`config.mk`:
```
export PLATFORM = sky130hd
export DESIGN_NAME = varredura_display
export DESIGN_NICKNAME = d
export VERILOG_FILES = /design/src/rtl/varredura_display.sv
export SDC_FILE = /design/constraint.sdc
export NUM_CORES = 1
export LEC_CHECK = 0
export ABC_AREA = 1
export CORE_MARGIN = 10
export CORE_UTILIZATION = 55
export DETAILED_ROUTE_END_ITERATION = 7
export PLACE_DENSITY = 0.78
export SLEW_MARGIN = 20
export SYNTH_ARGS = -nofsm -noshare
export SYNTH_HDL_FRONTEND = slang
export SYNTH_SLANG_ARGS = --single-unit
```
`constraint.sdc`:
```
create_clock -name clock -period 2.1 [get_ports clock]
set_clock_uncertainty 0.05 [all_clocks]
set_input_delay 0.525 -clock clock [delete_from_list [all_inputs] [get_ports clock]]
set_output_delay 0.525 -clock clock [all_outputs]
set_load 0.03 [all_outputs]
```
`src/rtl/varredura_display.sv`:
```
`default_nettype none
// ============================================================================
// Module   : varredura_display
// Brief    : Multiplexed 7-segment scan controller with dead time, frame-aligned
//            double-buffered value updates and optional leading-zero blanking.
// Revision : 1.0 - initial release
// ============================================================================
module varredura_display #(
    parameter int N_DIG         = 4,
    parameter int DIV_SCAN      = 50000,
    parameter int DEAD_CYC      = 2,
    parameter int SUPRIME_ZEROS = 1
) (
    input  logic                 clock,
    input  logic                 reset,
    input  logic [4*N_DIG-1:0]   valores,
    input  logic                 carrega,
    input  logic [N_DIG-1:0]     habilita,
    output logic [4:0]           entrada_dec,
    output logic [N_DIG-1:0]     sel_anodo,
    output logic                 quadro,
    output logic                 ocupado
);

    localparam int CW = (DIV_SCAN > 1) ? $clog2(DIV_SCAN) : 1;
    localparam int IW = (N_DIG > 1) ? $clog2(N_DIG) : 1;

    localparam logic [CW-1:0] c_CNT_MAX = CW'(DIV_SCAN - 1);
    localparam logic [CW-1:0] c_CNT_ONE = CW'(1);
    localparam logic [CW-1:0] c_DEAD    = CW'(DEAD_CYC);
    localparam logic [IW-1:0] c_IDX_MAX = IW'(N_DIG - 1);
    localparam logic [IW-1:0] c_IDX_ONE = IW'(1);

    logic [CW-1:0]        r_cnt;
    logic [IW-1:0]        r_idx;
    logic [4*N_DIG-1:0]   r_sombra;
    logic [4*N_DIG-1:0]   r_exibido;
    logic                 r_pendente;
    logic [4:0]           r_entrada_dec;
    logic [N_DIG-1:0]     r_sel_anodo;
    logic                 r_quadro;
    logic                 r_ocupado;

    logic                 w_slot_end;
    logic                 w_frame_end;
    logic [CW-1:0]        w_cnt_next;
    logic [IW-1:0]        w_idx_next;
    logic [4*N_DIG-1:0]   w_sombra_next;
    logic [4*N_DIG-1:0]   w_exib_next;
    logic                 w_pend_next;
    logic [N_DIG-1:0]     w_sup;
    logic                 w_zero_above;
    logic [N_DIG-1:0]     w_onehot;
    logic [3:0]           w_dig;
    logic                 w_lit;
    logic [N_DIG-1:0]     w_sel_next;
    logic                 w_quadro_next;

    always_comb begin
        w_slot_end  = (r_cnt == c_CNT_MAX);
        w_frame_end = w_slot_end && (r_idx == c_IDX_MAX);
        w_cnt_next  = w_slot_end ? '0 : (r_cnt + c_CNT_ONE);
        w_idx_next  = r_idx;
        if (w_slot_end) begin
            w_idx_next = (r_idx == c_IDX_MAX) ? '0 : (r_idx + c_IDX_ONE);
        end

        // A load landing on the frame-end cycle bypasses the shadow register.
        w_sombra_next = carrega ? valores : r_sombra;
        w_exib_next   = r_exibido;
        w_pend_next   = r_pendente;
        if (w_frame_end) begin
            if (carrega) begin
                w_exib_next = valores;
            end else if (r_pendente) begin
                w_exib_next = r_sombra;
            end
            w_pend_next = 1'b0;
        end else if (carrega) begin
            w_pend_next = 1'b1;
        end
    end

    always_comb begin
        w_sup        = '0;
        w_zero_above = 1'b1;
        for (int i = N_DIG - 1; i >= 0; i--) begin
            w_zero_above = w_zero_above && (w_exib_next[4*i +: 4] == 4'h0);
            if ((i > 0) && (SUPRIME_ZEROS != 0)) begin
                w_sup[i] = w_zero_above;
            end
        end
    end

    always_comb begin
        w_onehot = '0;
        w_dig    = 4'h0;
        w_lit    = 1'b0;
        for (int i = 0; i < N_DIG; i++) begin
            if (IW'(i) == w_idx_next) begin
                w_onehot[i] = 1'b1;
                w_dig       = w_exib_next[4*i +: 4];
                w_lit       = habilita[i] && !w_sup[i];
            end
        end
        if (w_cnt_next < c_DEAD) begin
            w_lit = 1'b0;
        end
        w_sel_next    = w_lit ? ~w_onehot : '1;
        w_quadro_next = (w_cnt_next == '0) && (w_idx_next == '0);
    end

    always_ff @(posedge clock) begin
        if (reset) begin
            r_cnt         <= '0;
            r_idx         <= '0;
            r_sombra      <= '0;
            r_exibido     <= '0;
            r_pendente    <= 1'b0;
            r_entrada_dec <= 5'd0;
            r_sel_anodo   <= '1;
            r_quadro      <= 1'b0;
            r_ocupado     <= 1'b0;
        end else begin
            r_cnt         <= w_cnt_next;
            r_idx         <= w_idx_next;
            r_sombra      <= w_sombra_next;
            r_exibido     <= w_exib_next;
            r_pendente    <= w_pend_next;
            r_entrada_dec <= {1'b0, w_dig};
            r_sel_anodo   <= w_sel_next;
            r_quadro      <= w_quadro_next;
            r_ocupado     <= w_pend_next;
        end
    end

    assign entrada_dec = r_entrada_dec;
    assign sel_anodo   = r_sel_anodo;
    assign quadro      = r_quadro;
    assign ocupado     = r_ocupado;

endmodule
`default_nettype wire

```
* Word level (Yosys, flattened, before mapping) *
Index checks and enable logic that the tools add are counted.

word-level totals
  latch bits = 0
  memories kept = 0
  word-level logic and storage cells = 55
  bits in registers = 61
  ROM bits = 0
  bits in writable memories = 0
  input port bits = 23
  output and inout bits = 11

cells by class
  reduce and logical (&&, ||, !) cells = 17
  divide/modulo/power cells = 0
  shift-type cells = 0
  multipliers = 0
  add/sub/neg operators = 2
  bitwise operators = 2
  $lt $le $gt $ge = 1
  equality and inequality tests = 5
  multiplexer cells = 19

operators with widths
  kind                                                                            number
  16-bit two-way mux                                                              4
  16-bit by 1-bit adder with 16-bit output (second input constant)                1
  16-bit equality test (second input constant)                                    1
  16-bit logical NOT                                                              1
  16-bit by 2-bit less-than comparator with 1-bit output (second input constant)  1
  4-bit two-way mux                                                               4
  4-bit logical NOT                                                               3
  1-bit two-way mux                                                               9
  1-bit logical AND                                                               7
  2-bit equality test (first input constant)                                      2
  2-bit two-way mux                                                               2
  4-bit NOT                                                                       1
  2-bit OR reduction                                                              2
  1-bit logical NOT                                                               3
  2-bit by 1-bit adder with 2-bit output (second input constant)                  1
  1-bit by 2-bit equality test with 1-bit output (first input constant)           1
  2-bit equality test (second input constant)                                     1
  2-bit logical NOT                                                               1
  1-bit NOT                                                                       1

* Logic depth before layout (Yosys ltp) *
Gate-level depths: netlist of the first run.

  word-level depth = 14
  gate-level depth with buffers = 17
  depth with buffers taken out = 16

* Least setup slack after synthesis of the first run *
No wires, ideal clock.

  path type = register -> register
  start point = reg r_cnt[0]
  end point = reg r_sel_anodo[1], in the netlist sel_anodo[1]
  setup slack = 0.200 ns
  buffers on the path = 0
  clock period less this slack = 1.900 ns
  stages on the path, launching flop included = 17
  arrival = 1.723 ns
  library setup time = 0.127 ns
  data required time = 1.923 ns
  cell sequence = dfxtp_1 -> ha_1 -> nand2_1 -> nor2_4 -> nand3_1 -> nor2_4 -> nand3_1 -> nand2_1 -> inv_2 -> nand2_1 -> nor2_1 -> nand3_1 -> nand2_1 -> nand2_1 -> nand2_2 -> nand2_2 -> nand3_1

between the ends
  word-level cells in the longest chain between the ends = 14

ends and longest elaborated chain
  item                                                                                               line  text
  start: declaration                                                                                 34    logic [CW-1:0] r_cnt;
  start signal: assignment                                                                           125   r_cnt <= w_cnt_next;
  parallel branches: the longest is 14 deep, another holds 16-bit by 1-bit adder with 16-bit output  --
  end signal: assignment                                                                             131   r_sel_anodo <= w_sel_next;
  end: declaration                                                                                   40    logic [N_DIG-1:0] r_sel_anodo;

Several ways; the timed one is not identified.
A chain may end at the register's enable or synchronous reset.

* Final worst setup path of the first run *
  start point = reg r_cnt[1]
  end point = reg r_sel_anodo[2], in the netlist sel_anodo[2]

The elaborated chain is that of the path after synthesis.

==> results of run 1 <==
[where the power goes]
group / leakage [nW] / switching [mW] / internal (mW) / total (mW)
clock network: 0.113 / 0.469 / 0.695 / 1.16
registers: 0.491 / 0.0164 / 1.16 / 1.18
logic: 1.39 / 0.117 / 0.109 / 0.226
[routing by layer]
layer  vias to the layer above  share of wire [%]  global-route usage, %
met5                         -                  0                      0
met4                         0                3.7                   9.35
met2                       133                 53                   31.9
met3                        32                5.9                   3.93
li1                       1598                  -                      -
met1                      1517                 38                   19.1
[worst register-to-register path, delay by kind of cell, from the launching register on]
family                     cells  cell delay, ns
and+or+nand+nor               10            1.21
AOI/OAI and AO/OA              1            0.15
adders and majority gates      1            0.18
DFF                            1            0.36
[area by class of cell]
type | count | area (um^2) | area share, %
clock buffers | 11 | 141 | 3.28
clock inverters | 5 | 75.1 | 1.74
inverters | 57 | 214 | 4.96
multi-input cells | 322 | 1770 | 41.1
flip-flops and latches | 60 | 1210 | 28.1
well taps | 72 | 90.1 | 2.09
repair buffers | 96 | 806 | 18.7
[through the flow]
step	util (%)	setup WS, ns	TNS [ns]	power (mW)	std cells
CTS	73.0	0.0215	0	2.55	608
finish	78.3	0.0377	0	2.57	623
global route	78.3	-0.0872	-0.522	2.64	623
floorplan	-	0.200	0	1.31	455
global placement	69.0	-0.169	-0.968	1.40	592
detailed placement	69.0	-0.161	-0.943	1.41	592
[cell usage in the layout, fill, tap and decap left out, types with 2 or more instances in the layout]
master	Yosys	layout
nand2_1	125	117
buf_4	1	64
nor2_1	64	58
dfxtp_1	60	52
inv_1	52	48
clkdlybuf4s50_1	0	30
o21ai_0	23	22
a21oi_1	22	22
nand2_2	10	14
nand3_1	21	12
clkbuf_8	0	10
inv_2	5	9
nor2_4	6	9
nand3_2	3	8
dfxtp_2	0	8
nor2_2	4	7
nand4_1	6	6
nand2_4	1	5
o21ai_1	4	5
nand3_4	0	4
xor2_1	5	4
mux2i_1	4	4
nor3_1	4	3
o21ai_4	3	3
clkinv_2	0	3
a21boi_0	2	2
nor3_2	1	2
o211ai_1	2	2
bufinv_16	0	2
[flip-flops by register name, summed over array words and instances, names as in the netlist]
register	count
sel_anodo	4
r_idx	2
r_cnt	16
r_sombra	16
entrada_dec	4
quadro	1
ocupado	1
r_exibido	16
[cells in the mapped netlist (6+ instances only)]
cell,instances
clkbuf_1,7
nand2_1,125
nor2_4,6
nand3_1,21
nand2_2,10
dfxtp_1,60
o21ai_0,23
a21oi_1,22
nand4_1,6
nor2_1,64
inv_1,52
[final timing paths]
kind	cells after the start	slack, ns	endpoint
setup / recovery	12	0.04	sel_anodo[2]
hold / removal	2	0.41	r_sombra[10]
setup reg to reg	12	0.04	sel_anodo[2]
hold reg to reg	2	0.41	r_sombra[10]
[logic make-up (layout without fill, tap and decap cells)]
group                      after synthesis  in the layout  share of synthesized area (%)
and+or+nand+nor                        250            250                           36.5
buffers and inverters                   73            169                           9.67
DFF                                     60             60                           38.7
AOI/OAI and AO/OA                       59             59                           11.2
xor gates and xnor gates                 6              6                           1.69
muxes                                    4              4                           1.29
adders and majority gates                2              2                          0.806
other                                    1              1                          0.121
[what timing repair did]
item                                    CTS  global route
endpoints found under the hold margin     0             0
hold buffers                              0             0
gates resized for setup                   0            51
pin swaps                                 1            19
setup buffers                             0            15
endpoints found under the setup margin    3            10
==> flow_summary.toml, run 1 <==
[outcome]
status = "complete, no violations"

[clock_network]
clock_path_buffers = 2
cts_tree = "done"
clockRootBuffer = "clkbuf_8"
clk_latency_ns = 0.34
htreeDepth = 3
path_clk_slew_ns = 0.07
cts.sinks = 60
cts_buffers = 9

[global_routing]
antenna_found_initial = 0
grtUsageTotal_pct = 17.8
grt_pass1_vias = 3037
grt_max_degree = 28
grt_pass1_wl_um = 13000
grt-ovfl-total = 0

[timing]
slew_violations = 0
holdWs_ns = 0.413
finalSetupViolCount = 0
max_freq_mhz = 485
hold_viol_final = 0
min_period_ns = 2.06
rsz0062_at_grt = "true"
final.period_utilization_pct = 98.2

[routing]
drc_errors = 0
drt_iter0_drc = 261
drtPass1Iterations = 5
wl_per_cell_um = 14.3
vias = 3280
viasPerCell = 5.26
finalWirelength_um = 8880
ant_nets = 0

[placement]
io_buffers = 32
placed_area_um2 = 3800
dp_hpwl_um = 5800
gp_congestion = 0.842

[critical_path]
path_max_fanout = 7
crit_family = "simple AND/OR/NAND/NOR gates"
crit_required_ns = 2.27
max_stage_delay_ns = 0.36
r2r-start = "r_cnt[1]"
critPathBufInv = 0
setup.worst_path.start = "r_cnt[1]"
path_class = "reg -> reg"
slowest_stage = "dfxtp_2"
cp-end-kind = "flip-flop"
path_cells = "ha_4 -> nand2_4 -> nor2_4 -> nand3_2 -> nor2_4 -> o21ai_4 -> nor3b_1 -> nand2_1 -> nand2_1 -> nand2_2 -> nand2_4 -> nand3_1"
crit_arrival_ns = 2.23
cp-start-kind = "flip-flop"

[floorplan]
die_h_um = 95.1
die_area_um2 = 9050
core_area_um2 = 5510
ios = 34
dieWidth_um = 95.1
num_rows = 27
initial_core_util_pct = 56.4

[finish]
areaGrowthSynthToFinish_pct = 38.9
nets = 571
stdcell_area_um2 = 4310
fillers = 368
antenna_cells = 0
layout-drive-gt1-share_pct = 28.1

[yosys]
synth_edf_count = 0
ys_seq_elements = 60
synth.avg_cell_area_um2 = 6.82
synth-async-reset-ratio_pct = 0
ys_top_cells_by_area = "dfxtp_1 39%, nand2_1 15%, nor2_1 7.7%"
synth_top_area_share_pct = 38.7
synth_cells = 455
synthDistinctLibCells = 38
syn_area_um2 = 3100
ys.flop_type = "dfxtp_1"
synth_nets = 480
yosysSeqAreaShare_pct = 38.7
ys_warn_count = 0
yosys.area.top_type = "dfxtp_1"

[worst_hold_path]
hp-start = "r_sombra[10]"
hold_path.class = "reg -> reg"

[job]
cap_viol_max_count = 0

[pwr]
powerDensity_nw_per_um2 = 596
p_leak_nw = 1.99
vdd_drop_max_v = 0.000517
(Power assumes the default switching activity.)
==> run 2, diff against run 1 <==
CORE_UTILIZATION = 60   (was 55)
PLACE_DENSITY = 0.84   (was 0.78)
clock period = 2.45 ns   (was 2.1 ns; I/O delays follow)
==> run 2 against run 1 <==
Sequential power is 14% lower. Sequential cell count stayed put. Via count fell by 11%. Cell area decreased by 13%. Worst setup slack better by 0.18 ns. Non-clock buffer count down 56. Critical path depth shrank 11. Combinational power is 31% lower. Count of clock-buffer cells in the layout shrank 2. Power shrank 17%. Worst hold slack got worse by 0.0032 ns. Critical endpoint is now ocupado. Highest routed layer unchanged.
==> flow_summary.toml, run 2 (synthesis results as in run 1) <==
[routing]
wl_per_cell_um = 12.8
vias = 2917
drc_errors = 0
drt_iter0_drc = 202
ant_nets = 0
finalWirelength_um = 7250
viasPerCell = 5.16
drtPass1Iterations = 4

[clock_network]
clk_latency_ns = 0.34
cts_tree = "done"
cts_hold_buf = 0
cts_buffers = 9
clock_path_buffers = 2
cts.sinks = 60
path_clk_slew_ns = 0.07
htreeDepth = 3
clockRootBuffer = "clkbuf_8"

[floorplan]
die_area_um2 = 8450
ios = 34
die_h_um = 91.9
core_area_um2 = 5070
num_rows = 26
initial_core_util_pct = 61.2
dieWidth_um = 91.9

[finish]
fin_cells = 565
antenna_cells = 0
layout-drive-gt1-share_pct = 12.5
nets = 515
final_common_cell = "nand2_1"
layout_common_cells = "125 x nand2_1, 64 x nor2_1, 60 x dfxtp_1"
finish.utilization_pct = 73.6
areaGrowthSynthToFinish_pct = 20.4
largestRegisters = "r_cnt (16), r_exibido (16), r_sombra (16)"

[worst_hold_path]
hold_path.class = "reg -> reg"
min_delay_path_depth = 2
min_to = "r_sombra[4]"
hp-start = "r_sombra[4]"

[timing]
slew_violations = 0
max_freq_mhz = 448
hold_viol_final = 0
min_period_ns = 2.23
final.period_utilization_pct = 91.1
rsz0062_at_grt = "false"
tns_ns = 0
finalSetupViolCount = 0

[placement]
io_buffers = 32
placed_cells = 549
dp_hpwl_um = 5410
gp_congestion = 0.908

[global_routing]
grt-ovfl-total = 0
grt_pass1_wl_um = 12300
antenna_found_initial = 0
grt_pass1_vias = 2827
grt_max_degree = 36
grtUsageTotal_pct = 17.6

[critical_path]
path_cells = "clkdlybuf4s50_1"
r2r-start = "r_cnt[0]"
critPathBufInv = 1
path_class = "reg -> out"
slowest_stage = "clkdlybuf4s50_1"
crit_arrival_ns = 1.57
max_stage_delay_ns = 0.74
path_max_fanout = 9
crit_family = "buffers and inverters"
crit_required_ns = 1.79
reg2reg_depth = 16
ff2ff_setup_slack_ns = 0.22
cp-start-kind = "flip-flop"
reg2reg_to = "sel_anodo[1]"
cp-end-kind = "primary output"

[outcome]
status = "complete, no violations"

[pwr]
p_leak_nw = 1.67
vdd_drop_max_v = 0.000708
powerDensity_nw_per_um2 = 573
p_total_mw = 2.14

[job]
cap_viol_max_count = 0
-- run 2: cell types whose count changed in the layout (fill, tap and decap cells not counted), moves of 4 or more --
| cell | before | now |
|---|---|---|
| nor2_1 | 58 | 64 |
| nand3_2 | 8 | 3 |
| nand2_1 | 117 | 125 |
| nand3_4 | 4 | 0 |
| inv_2 | 9 | 5 |
| dfxtp_1 | 52 | 60 |
| dfxtp_2 | 8 | 0 |
| nand3_1 | 12 | 21 |
| nand2_4 | 5 | 1 |
| nand2_2 | 14 | 10 |
| buf_4 | 64 | 5 |
| inv_1 | 48 | 52 |
-- run 2: per-stage QoR --
stage                     hold WS (ns)  worst slack (ns)  cell area (um^2)
final                            0.410             0.219              3740
after global routing             0.434           0.00971              3740
after global placement           0.397            0.0554              3520
after floorplan                  0.391             0.522              3100
after detailed placement         0.403            0.0129              3520
after CTS                        0.411             0.195              3730
-- run 2: worst max path at each step --
stage,slack [ns],cells past startpoint,end,startpoint
floorplan,0.52,14,sel_anodo[1],carrega
global placement,0.06,14,sel_anodo[1],carrega
CTS,0.19,16,sel_anodo[1],r_cnt[0]
detailed placement,0.01,14,sel_anodo[1],carrega
global route,0.01,16,sel_anodo[1],r_cnt[0]
finish,0.22,1,ocupado,ocupado
-- run 2: cell type report --
cell class / count / area, um^2
Sequential cell: 60 / 1200
Multi-Input combinational cell: 322 / 1610
Clock inverter: 7 / 91.3
Fill cell: 421 / 1340
Tap cell: 70 / 87.6
Inverter: 57 / 214
Clock buffer: 9 / 124
Timing Repair Buffer: 40 / 413
-- run 2: report_power, final --
group	internal [mW]	switching, mW	leakage, nW
clock	0.568	0.405	0.109
combinational	0.0747	0.0817	1.07
sequential	0.997	0.0148	0.488
total	1.64	0.501	1.67
-- run 2: repair_timing --
| item | in CTS | in global routing |
|---|---|---|
| buffers inserted | 0 | 0 |
| endpoints found under the setup margin | 0 | 3 |
| resized for setup | 0 | 1 |
-- run 2: metal layers --
metal | vias to the layer above | routed length (um) | track usage [%]
met5 | - | 0 | 0
met4 | 0 | 98 | 7.33
met3 | 11 | 395 | 4.32
met2 | 73 | 3520 | 30.1
met1 | 1334 | 3240 | 20.3
li1 | 1499 | - | -
==> run 3, diff against run 2 <==
SETUP_SLACK_MARGIN = 0.5   (was unset)
==> run 3 against run 2 <==
Largest cell class unchanged. First-iteration DRC count grew 42%. Sequential share of layout area shrank 3.4 points. Final cell count grew 5.8%. Routed wire length grew 42%. Critical path depth grew 11. Combinational power grew 13%. Non-clock buffer count grew 33. Fmax shrank 4.0%. Die area is the same. Sequential cell count is the same. Global-route usage grew 2.7 points. Via count grew 19%.
==> flow_summary.toml, run 3 (synthesis results as in run 1) <==
[clock_network]
clk_latency_ns = 0.35
path_clk_slew_ns = 0.07
htreeDepth = 3
cts.sinks = 60
cts_tree = "done"
clockRootBuffer = "clkbuf_8"
cts_buffers = 9
cts_hold_buf = 0
clock_path_buffers = 2

[placement]
io_buffers = 32
gp_congestion = 0.908
placed_cells = 549
dp_slack_ns = 0.0129
dp_hpwl_um = 5410

[pwr]
vdd_drop_max_v = 0.000703
powerDensity_nw_per_um2 = 517
p_leak_nw = 1.94
p_total_mw = 2.19

[timing]
hold_viol_final = 0
finalSetupViolCount = 0
max_freq_mhz = 430
final.period_utilization_pct = 94.8
setup_ws_ns = 0.127
min_period_ns = 2.32
slew_violations = 0
rsz0062_at_grt = "true"
tns_ns = 0

[finish]
areaGrowthSynthToFinish_pct = 36.3
final_common_cell = "nand2_1"
layout-drive-gt1-share_pct = 28.0
fin_cells = 598
layout_common_cells = "115 x nand2_1, 57 x nor2_1, 50 x dfxtp_1"
largestRegisters = "r_cnt (16), r_exibido (16), r_sombra (16)"
fillers = 304
antenna_cells = 0
nets = 548

[critical_path]
reg2reg_depth = 12
crit_end = "quadro"
slowest_stage = "dfxtp_1"
cp-start-kind = "flip-flop"
path_cells = "inv_1 -> nand2_1 -> nor2_1 -> nand2_1 -> nor2_4 -> a21oi_2 -> o21ai_2 -> nand2_1 -> nor2_1 -> nand4_1 -> buf_4 -> nor4_4"
crit_required_ns = 2.66
crit_arrival_ns = 2.53
path_max_fanout = 4
path_class = "reg -> reg"
max_stage_delay_ns = 0.37
cp_common_cell = "nand2_1"
reg2reg_to = "quadro"
ff2ff_setup_slack_ns = 0.13
cp-end-kind = "flip-flop"
r2r-start = "r_cnt[7]"
setup.worst_path.start = "r_cnt[7]"

[routing]
drc_errors = 0
wl_per_cell_um = 17.2
finalWirelength_um = 10300
drtPass1Iterations = 7
vias = 3466
viasPerCell = 5.80
drt_iter0_drc = 286
ant_nets = 0

[outcome]
status = "complete, no violations"

[global_routing]
antenna_found_initial = 0
grt_max_degree = 36
grtUsageTotal_pct = 20.2
grt-ovfl-total = 0
grt_pass1_vias = 3091
grt_pass1_wl_um = 14100

[floorplan]
die_h_um = 91.9
core_area_um2 = 5070
die_area_um2 = 8450
num_rows = 26
ios = 34
dieWidth_um = 91.9
initial_core_util_pct = 61.2

[job]
cap_viol_max_count = 0

[worst_hold_path]
hold_path.class = "reg -> reg"
## run 3: cell count changes in the layout (fill, tap and decap cells not counted), sizes merged
cell / change
clkdlybuf4s50: -11
clkdlybuf4s15: +1
dlygate4sd2: +10
buf: +33
## run 3: final cells by class
type | instances | area, um^2 | area share, %
clock buffers | 9 | 124 | 2.93
clock inverters | 7 | 91.3 | 2.16
inverters | 57 | 219 | 5.18
multi-input cells | 322 | 1840 | 43.5
flip-flops and latches | 60 | 1220 | 28.7
well taps | 70 | 87.6 | 2.07
repair buffers | 73 | 652 | 15.4
## run 3: how the worst min path moves through the flow
stage | endpoint | depth (start not counted) | start
after global routing | r_cnt[0] | 1 | r_cnt[0]
after detailed placement | r_sombra[13] | 2 | r_sombra[13]
after global placement | r_sombra[6] | 2 | r_sombra[6]
final | r_cnt[0] | 1 | r_cnt[0]
after floorplan | r_sombra[10] | 2 | r_sombra[10]
after CTS | r_cnt[0] | 1 | r_cnt[0]
## run 3: critical path: cells and delay by family, from the launching register on
kind | cells | cell delay (ns)
AOI/OAI and AO/OA | 2 | 0.14
DFF | 1 | 0.37
buffers and inverters | 2 | 0.44
and+or+nand+nor | 8 | 1.23
## run 3: stage by stage
| stage | hold slack (ns) | util, % | cell area [um^2] |
|---|---|---|---|
| 6_report | 0.400 | 83.4 | 4230 |
| 5_1_grt | 0.409 | 83.4 | 4230 |
| 4_1_cts | 0.394 | 78.2 | 3970 |
| 3_5_place_dp | 0.403 | 69.3 | 3520 |
| 3_3_place_gp | 0.397 | 69.3 | 3520 |
| 2_1_floorplan | 0.391 | - | 3100 |
## run 3: what timing repair did
item | in CTS | in global routing
buffers inserted | 18 | 15
setup endpoints to repair | 20 | 10
resized for setup | 51 | 40
pin swaps | 20 | 22
cloned | 0 | 0
## run 3: layer usage
layer	global-route usage (%)	vias to the layer above	wire, um
li1	-	1558	-
met1	22.0	1555	3720
met2	35.9	263	4930
met3	5.79	90	958
met4	8.10	0	705
met5	0	-	0
## run 3: report_power, final
group	internal [mW]	switching [mW]	leakage [nW]
registers	0.997	0.0178	0.492
logic	0.0808	0.0962	1.34
clock network	0.568	0.426	0.109
total	1.65	0.540	1.94
